[src/rtl/load_store_unit.sv]
// Load/store unit: byte/half/word access to a word-addressed data memory.
// Sub-word stores use read-modify-write; stalls the datapath while busy.
module load_store_unit #(
  parameter int MEM_WORDS = 100
) (
  input  logic        clk,
  input  logic        rst,
  input  logic        req_valid,
  input  logic        req_we,
  input  logic [1:0]  req_size,
  input  logic        req_unsigned,
  input  logic [31:0] req_addr,
  input  logic [31:0] req_wdata,
  output logic        stall,
  output logic        done,
  output logic [31:0] rdata,
  output logic        err,
  output logic [31:0] mem_a,
  output logic [31:0] mem_wd,
  output logic        mem_we,
  input  logic [31:0] mem_rd
);

  typedef enum logic [2:0] {
    IDLE,
    READ,
    RMW_RD,
    WRITE,
    DONE
  } state_t;

  state_t      state;
  state_t      state_n;
  logic [31:0] addr_q;
  logic [31:0] wdata_q;
  logic [31:0] merge_q;
  logic [1:0]  size_q;
  logic        we_q;
  logic        uns_q;
  logic        bad;
  logic [7:0]  ld_b;
  logic [15:0] ld_h;
  logic [31:0] ld_v;

  always_comb begin
    bad = 1'b0;
    unique case (req_size)
      2'b00:   bad = 1'b0;
      2'b01:   bad = req_addr[0];
      2'b10:   bad = |req_addr[1:0];
      default: bad = 1'b1;
    endcase
    if ({2'b00, req_addr[31:2]} >= 32'(MEM_WORDS))
      bad = 1'b1;
  end

  always_comb begin
    ld_b = mem_rd[7:0];
    unique case (addr_q[1:0])
      2'd0: ld_b = mem_rd[7:0];
      2'd1: ld_b = mem_rd[15:8];
      2'd2: ld_b = mem_rd[23:16];
      2'd3: ld_b = mem_rd[31:24];
    endcase
    ld_h = addr_q[1] ? mem_rd[31:16] : mem_rd[15:0];
    ld_v = mem_rd;
    unique case (1'b1)
      size_q == 2'b00:
        ld_v = uns_q ? {24'h0, ld_b} : {{24{ld_b[7]}}, ld_b};
      size_q == 2'b01:
        ld_v = uns_q ? {16'h0, ld_h} : {{16{ld_h[15]}}, ld_h};
      default:
        ld_v = mem_rd;
    endcase
  end

  // Store data: word goes straight out, sub-word lanes patch merge_q.
  always_comb begin
    mem_wd = merge_q;
    unique case (size_q)
      2'b00: begin
        unique case (addr_q[1:0])
          2'd0: mem_wd[7:0]   = wdata_q[7:0];
          2'd1: mem_wd[15:8]  = wdata_q[7:0];
          2'd2: mem_wd[23:16] = wdata_q[7:0];
          2'd3: mem_wd[31:24] = wdata_q[7:0];
        endcase
      end
      2'b01: begin
        if (addr_q[1])
          mem_wd[31:16] = wdata_q[15:0];
        else
          mem_wd[15:0] = wdata_q[15:0];
      end
      default: mem_wd = wdata_q;
    endcase
  end

  assign mem_a = {2'b00, addr_q[31:2]};

  always_comb begin
    state_n = state;
    stall   = 1'b0;
    done    = 1'b0;
    mem_we  = 1'b0;
    unique case (state)
      IDLE: begin
        stall = req_valid;
        if (req_valid) begin
          if (bad)
            state_n = DONE;
          else if (!req_we)
            state_n = READ;
          else if (req_size == 2'b10)
            state_n = WRITE;
          else
            state_n = RMW_RD;
        end
      end
      READ: begin
        stall   = 1'b1;
        state_n = DONE;
      end
      RMW_RD: begin
        stall   = 1'b1;
        state_n = WRITE;
      end
      WRITE: begin
        stall   = 1'b1;
        mem_we  = 1'b1;
        state_n = DONE;
      end
      DONE: begin
        done    = 1'b1;
        state_n = IDLE;
      end
      default: state_n = IDLE;
    endcase
  end

  always_ff @(posedge clk or negedge rst) begin
    if (!rst) begin
      state   <= IDLE;
      addr_q  <= '0;
      wdata_q <= '0;
      merge_q <= '0;
      size_q  <= '0;
      we_q    <= 1'b0;
      uns_q   <= 1'b0;
      rdata   <= '0;
      err     <= 1'b0;
    end else begin
      state <= state_n;
      if (state == IDLE && req_valid) begin
        addr_q  <= req_addr;
        wdata_q <= req_wdata;
        size_q  <= req_size;
        we_q    <= req_we;
        uns_q   <= req_unsigned;
        if (bad)
          err <= 1'b1;
      end
      if (state == READ)
        rdata <= ld_v;
      if (state == RMW_RD)
        merge_q <= mem_rd;
      // A good access clears err as it reaches DONE.
      if (state == READ || state == WRITE)
        err <= 1'b0;
    end
  end

  logic unused_we;
  assign unused_we = we_q;

endmodule

[config.mk]
export PLATFORM = sky130hd
export DESIGN_NAME = load_store_unit
export DESIGN_NICKNAME = d
export VERILOG_FILES = /design/src/rtl/load_store_unit.sv
export SDC_FILE = /design/constraint.sdc
export NUM_CORES = 1
export LEC_CHECK = 0
export BUFFER_PORTS_ARGS = -buffer_cell sky130_fd_sc_hd__buf_2
export CAP_MARGIN = 40
export CELL_PAD_IN_SITES_DETAIL_PLACEMENT = 1
export CELL_PAD_IN_SITES_GLOBAL_PLACEMENT = 1
export CORE_UTILIZATION = 35
export CTS_CLUSTER_SIZE = 20
export DETAILED_ROUTE_END_ITERATION = 10
export PLACE_DENSITY = 0.71
export RECOVER_POWER = 50
export SYNTH_ARGS = -nofsm -noshare
export SYNTH_HDL_FRONTEND = slang
export SYNTH_SLANG_ARGS = --single-unit
[constraint.sdc]
create_clock -name clk -period 1.6 [get_ports clk]
set_input_delay 0.08 -clock clk [delete_from_list [all_inputs] [get_ports clk]]
set_output_delay 0.08 -clock clk [all_outputs]
set_load 0.01 [all_outputs]
==> Flow_metrics.wiki <==
{| class="wikitable"
! Metric !! Value
|-
| Endpoint class of the critical path || primary output
|-
| Port Buffers || 200
|-
| Transition time at the pin with the least slew margin || approximately 840 ps
|-
| Outcome || finished, violations left
|-
| Data required time of the critical path || 1520 ps
|-
| Hold WC Path Type || in2reg
|-
| Standard cell with the maximum stage delay on the critical path || dfrtp_2
|-
| Worst path most repeated cell || nor2_4
|-
| Total number of yosys warnings || 0
|-
| Total placed instance area || between 7000 and 8000 µm²
|-
| Number of top-level design ports || 203
|-
| Worst setup path category || reg2out
|-
| Detailed-route via count || 7014
|-
| Area grow syn2layout || 70.5%
|-
| Inst Count DP || approximately 1000
|-
| H-tree depth reported by CTS || 4
|-
| Detailed placer's ending HPWL || 16.4 mm
|-
| Detail Route Antenna Nets || 0
|-
| Critical-path cell list || buf_8 -> nor2_4 -> nor2_4 -> nor2_4 -> a221o_1 -> buf_2
|-
| Worst slew margin relative to its limit || 43.8%
|-
| Post-Synthesis Mean Instance Area || 11.2 µm²
|-
| Chip Height || 140 µm
|-
| Unique masters post-synth || 44
|-
| Fraction of the yosys area taken by sequential cells || 50.9%
|-
| Number of DRC violations after detailed routing || 0
|-
| Num rows || about 50
|-
| Final RePlAce weighted congestion || a little under 0.9
|-
| Cell leakage power || roughly 0.0054 µW
|-
| Filler cell count || 1843
|-
| TritonCTS clock tree || yes
|-
| Area enclosed by the die boundary || between 15000 and 20000 µm²
|-
| Minimum clock period after layout || 2050 ps
|-
| Worst vdd ir || 889 µV
|-
| Number of global-route vias before repair || 7331
|-
| Grt total ovfl || 0
|-
| Post-route worst setup slack || -453 ps
|-
| Number of CTS-inserted buffers || 17
|-
| Area leader, netlist || dfrtp_1
|-
| Maximum fanout count along the critical path || 8
|-
| WL final || about 35 mm
|-
| Fmax achieved || slightly below 500 MHz
|-
| Max cap viols || 0
|-
| Clock tree sinks || 135
|-
| Skew final || 12.9 ps
|-
| Total routing resource utilization after global routing || 31.1%
|-
| Kind of start point of the critical path || flop
|-
| Peak per-stage delay on the critical path || ~480 ps
|-
| Std-Cell Core Area || between 15000 and 20000 µm²
|-
| Drt pass-1 iters || 8
|-
| Combined area of all synthesized cells || 6640 µm²
|-
| Finish-stage setup viols || 166
|-
| Final core utilization || between 60% and 70%
|-
| Post-route design area || 11300 µm²
|-
| Buffer levels on the longest clock path || 2
|-
| Number of instances in the synthesized netlist || 595
|-
| Worst hold slack across all endpoints || about 64 ps
|-
| Final Hold Violating Endpoints || 0
|-
| Largest cells by area after synthesis || dfrtp_1 (51%), mux2_2 (17%), nand2_1 (4.5%), buf_4 (4.3%), nand3_1 (3.1%)
|-
| Share of cells above drive strength 1 || a little under three fifths
|-
| DRC violation total after the first TritonRoute iteration || roughly 640
|-
| Worst skew pair latency || 450 ps
|-
| Antenna violations before repair || 1
|-
| Violations in the final reports || setup timing
|-
| Post-route fraction of the period consumed by the critical path || 128%
|-
| Main flop type after synthesis || dfrtp_1
|-
| Seq cells post-synth || 135
|-
| Total negative setup slack || -27290 ps
|-
| Vias per std cell || 5.91
|-
| Slew Limit Fails || 0
|-
| Initial Util || between 30% and 40%
|-
| Worst-path clk slew || 70 ps
|-
| Data arrival time at the worst-slack endpoint || 1970 ps
|-
| Ratio of total power to cell area || 1030 nW/µm²
|-
| Fraction of synthesized cell area taken by the top area cell type || 50.9%
|-
| Final cell count without fillers || 1187
|-
| First-pass GRT wire length || 45.4 mm
|-
| Post-synth EDFFs || 0
|-
| Share of flip-flops with an asynchronous set or reset || 100%
|-
| Root Driver || clkbuf_16
|-
| Largest net degree at the start of global routing || 58
|-
| Die X || ~140 µm
|-
| DR WL/cell || 29.3 µm
|-
| RSZ-0062 raised after global routing || true
|-
| Flop2flop setup slack || -300 ps
|-
| Nets || between 1000 and 1500
|}
[final cells by class]
| type | instances | area, µm² | area share [%] |
|---|---|---|---|
| antenna | 2 | 5.00 | 0.0442 |
| clock buffer | 17 | 425 | 3.76 |
| clock inverter | 15 | 210 | 1.86 |
| inverter | 6 | 27.5 | 0.243 |
| multi-input combinational | 383 | 3680 | 32.5 |
| sequential | 135 | 3380 | 29.9 |
| tap | 229 | 287 | 2.53 |
| timing repair buffer | 400 | 3300 | 29.1 |
[cells in the mapped netlist, types with 10 or more instances]
cell type,count
nand2_1,80
and3_1,16
buf_2,17
a221o_1,16
o22ai_1,10
buf_4,38
dfrtp_1,135
o21ai_0,16
nand3_1,41
nand2b_1,10
mux2_2,103
clkbuf_1,16
nor2_1,17
[worst max-delay path: cells and delay by family (launching register included)]
family	cells	cell delay [ps]
flip-flops	1	480
AND/OR/NAND/NOR	3	400
AO/OA/AOI/OAI	1	300
buffers and inverters	2	340
[report_power, final]
part | internal (µW) | switching, µW | leakage (µW)
sequential | 3670 | 314 | 0.00160
combinational | 1680 | 1660 | 0.00351
clock | 2530 | 1840 | 0.000312
total | 7870 | 3820 | 0.00542
[layer usage]
| layer | up-vias | global-route usage, % | wire [µm] |
|---|---|---|---|
| met1 | 3569 | 37.5 | 13300 |
| li1 | 2823 | - | - |
| met5 | - | 0 | 0 |
| met3 | 176 | 6.02 | 2480 |
| met2 | 446 | 53.3 | 16700 |
| met4 | 0 | 14.6 | 2310 |
[sequential cells by signal (all words and copies together) (netlist names)]
register  cells
uns_q         1
err           1
size_q        2
rdata        32
state         3
addr_q       32
merge_q      32
wdata_q      32
[kinds of logic after synthesis]
logic type             synth area share (%)
AOI/OAI and AO/OA                      10.1
buffers and inverters                  7.00
DFF                                    50.9
muxes                                  18.4
other                                0.0565
and+or+nand+nor                        13.6
[worst paths after layout]
path,from,end,depth (start not counted)
worst max-delay path,size_q[0]$_DFFE_PN0P_,mem_wd[12],6
worst min-delay path,mem_rd[7],merge_q[7]$_DFFE_PN0N_,2
worst max register to register,addr_q[1]$_DFFE_PN0P_,rdata[10]$_DFFE_PN0N_,5
worst min register to register,rdata[24]$_DFFE_PN0N_,rdata[24]$_DFFE_PN0N_,2
max in group asynchronous,rst,rdata[16]$_DFFE_PN0N_,3
min in group asynchronous,rst,addr_q[30]$_DFFE_PN0P_,2
[through the flow]
stage / worst slack (ps) / power [µW]
after global routing: -485 / 12000
after floorplan: -0.583 / 5100
after CTS: -319 / 11000
after detailed placement: -155 / 5940
final: -453 / 11700
after global placement: -130 / 5860
[what timing repair did]
| item | 4_1_cts | 5_1_grt |
|---|---|---|
| gates resized for setup | 175 | 136 |
| gates cloned | 10 | 5 |
| hold buffers | 98 | 0 |
| pin swaps | 21 | 52 |
| setup endpoints to repair | 158 | 168 |
| setup buffers | 25 | 25 |
| endpoints found under the hold margin | 250 | 0 |
[layout by cell type, fill, tap and decap left out, drive strengths merged, types with 2 or more instances in the layout]
| cell type | netlist | layout |
|---|---|---|
| buf | 56 | 295 |
| dfrtp | 135 | 135 |
| mux2 | 103 | 103 |
| dlygate4sd3 | 0 | 98 |
| nand2 | 80 | 80 |
| nand3 | 41 | 41 |
| clkbuf | 16 | 24 |
| o21ai | 17 | 17 |
| nor2 | 17 | 17 |
| a221o | 16 | 16 |
| and3 | 16 | 16 |
| inv | 6 | 14 |
| o22ai | 10 | 10 |
| nand2b | 10 | 10 |
| nor3 | 9 | 9 |
| o22a | 8 | 8 |
| o31ai | 8 | 8 |
| a222oi | 7 | 7 |
| o211ai | 7 | 7 |
| nor4 | 5 | 5 |
| nor2b | 5 | 5 |
| clkinv | 0 | 4 |
| mux2i | 4 | 4 |
| bufinv | 0 | 3 |
| o21bai | 3 | 3 |
| diode | 0 | 2 |
| conb | 1 | 2 |
| a21oi | 2 | 2 |
(Power assumes the default switching activity.)
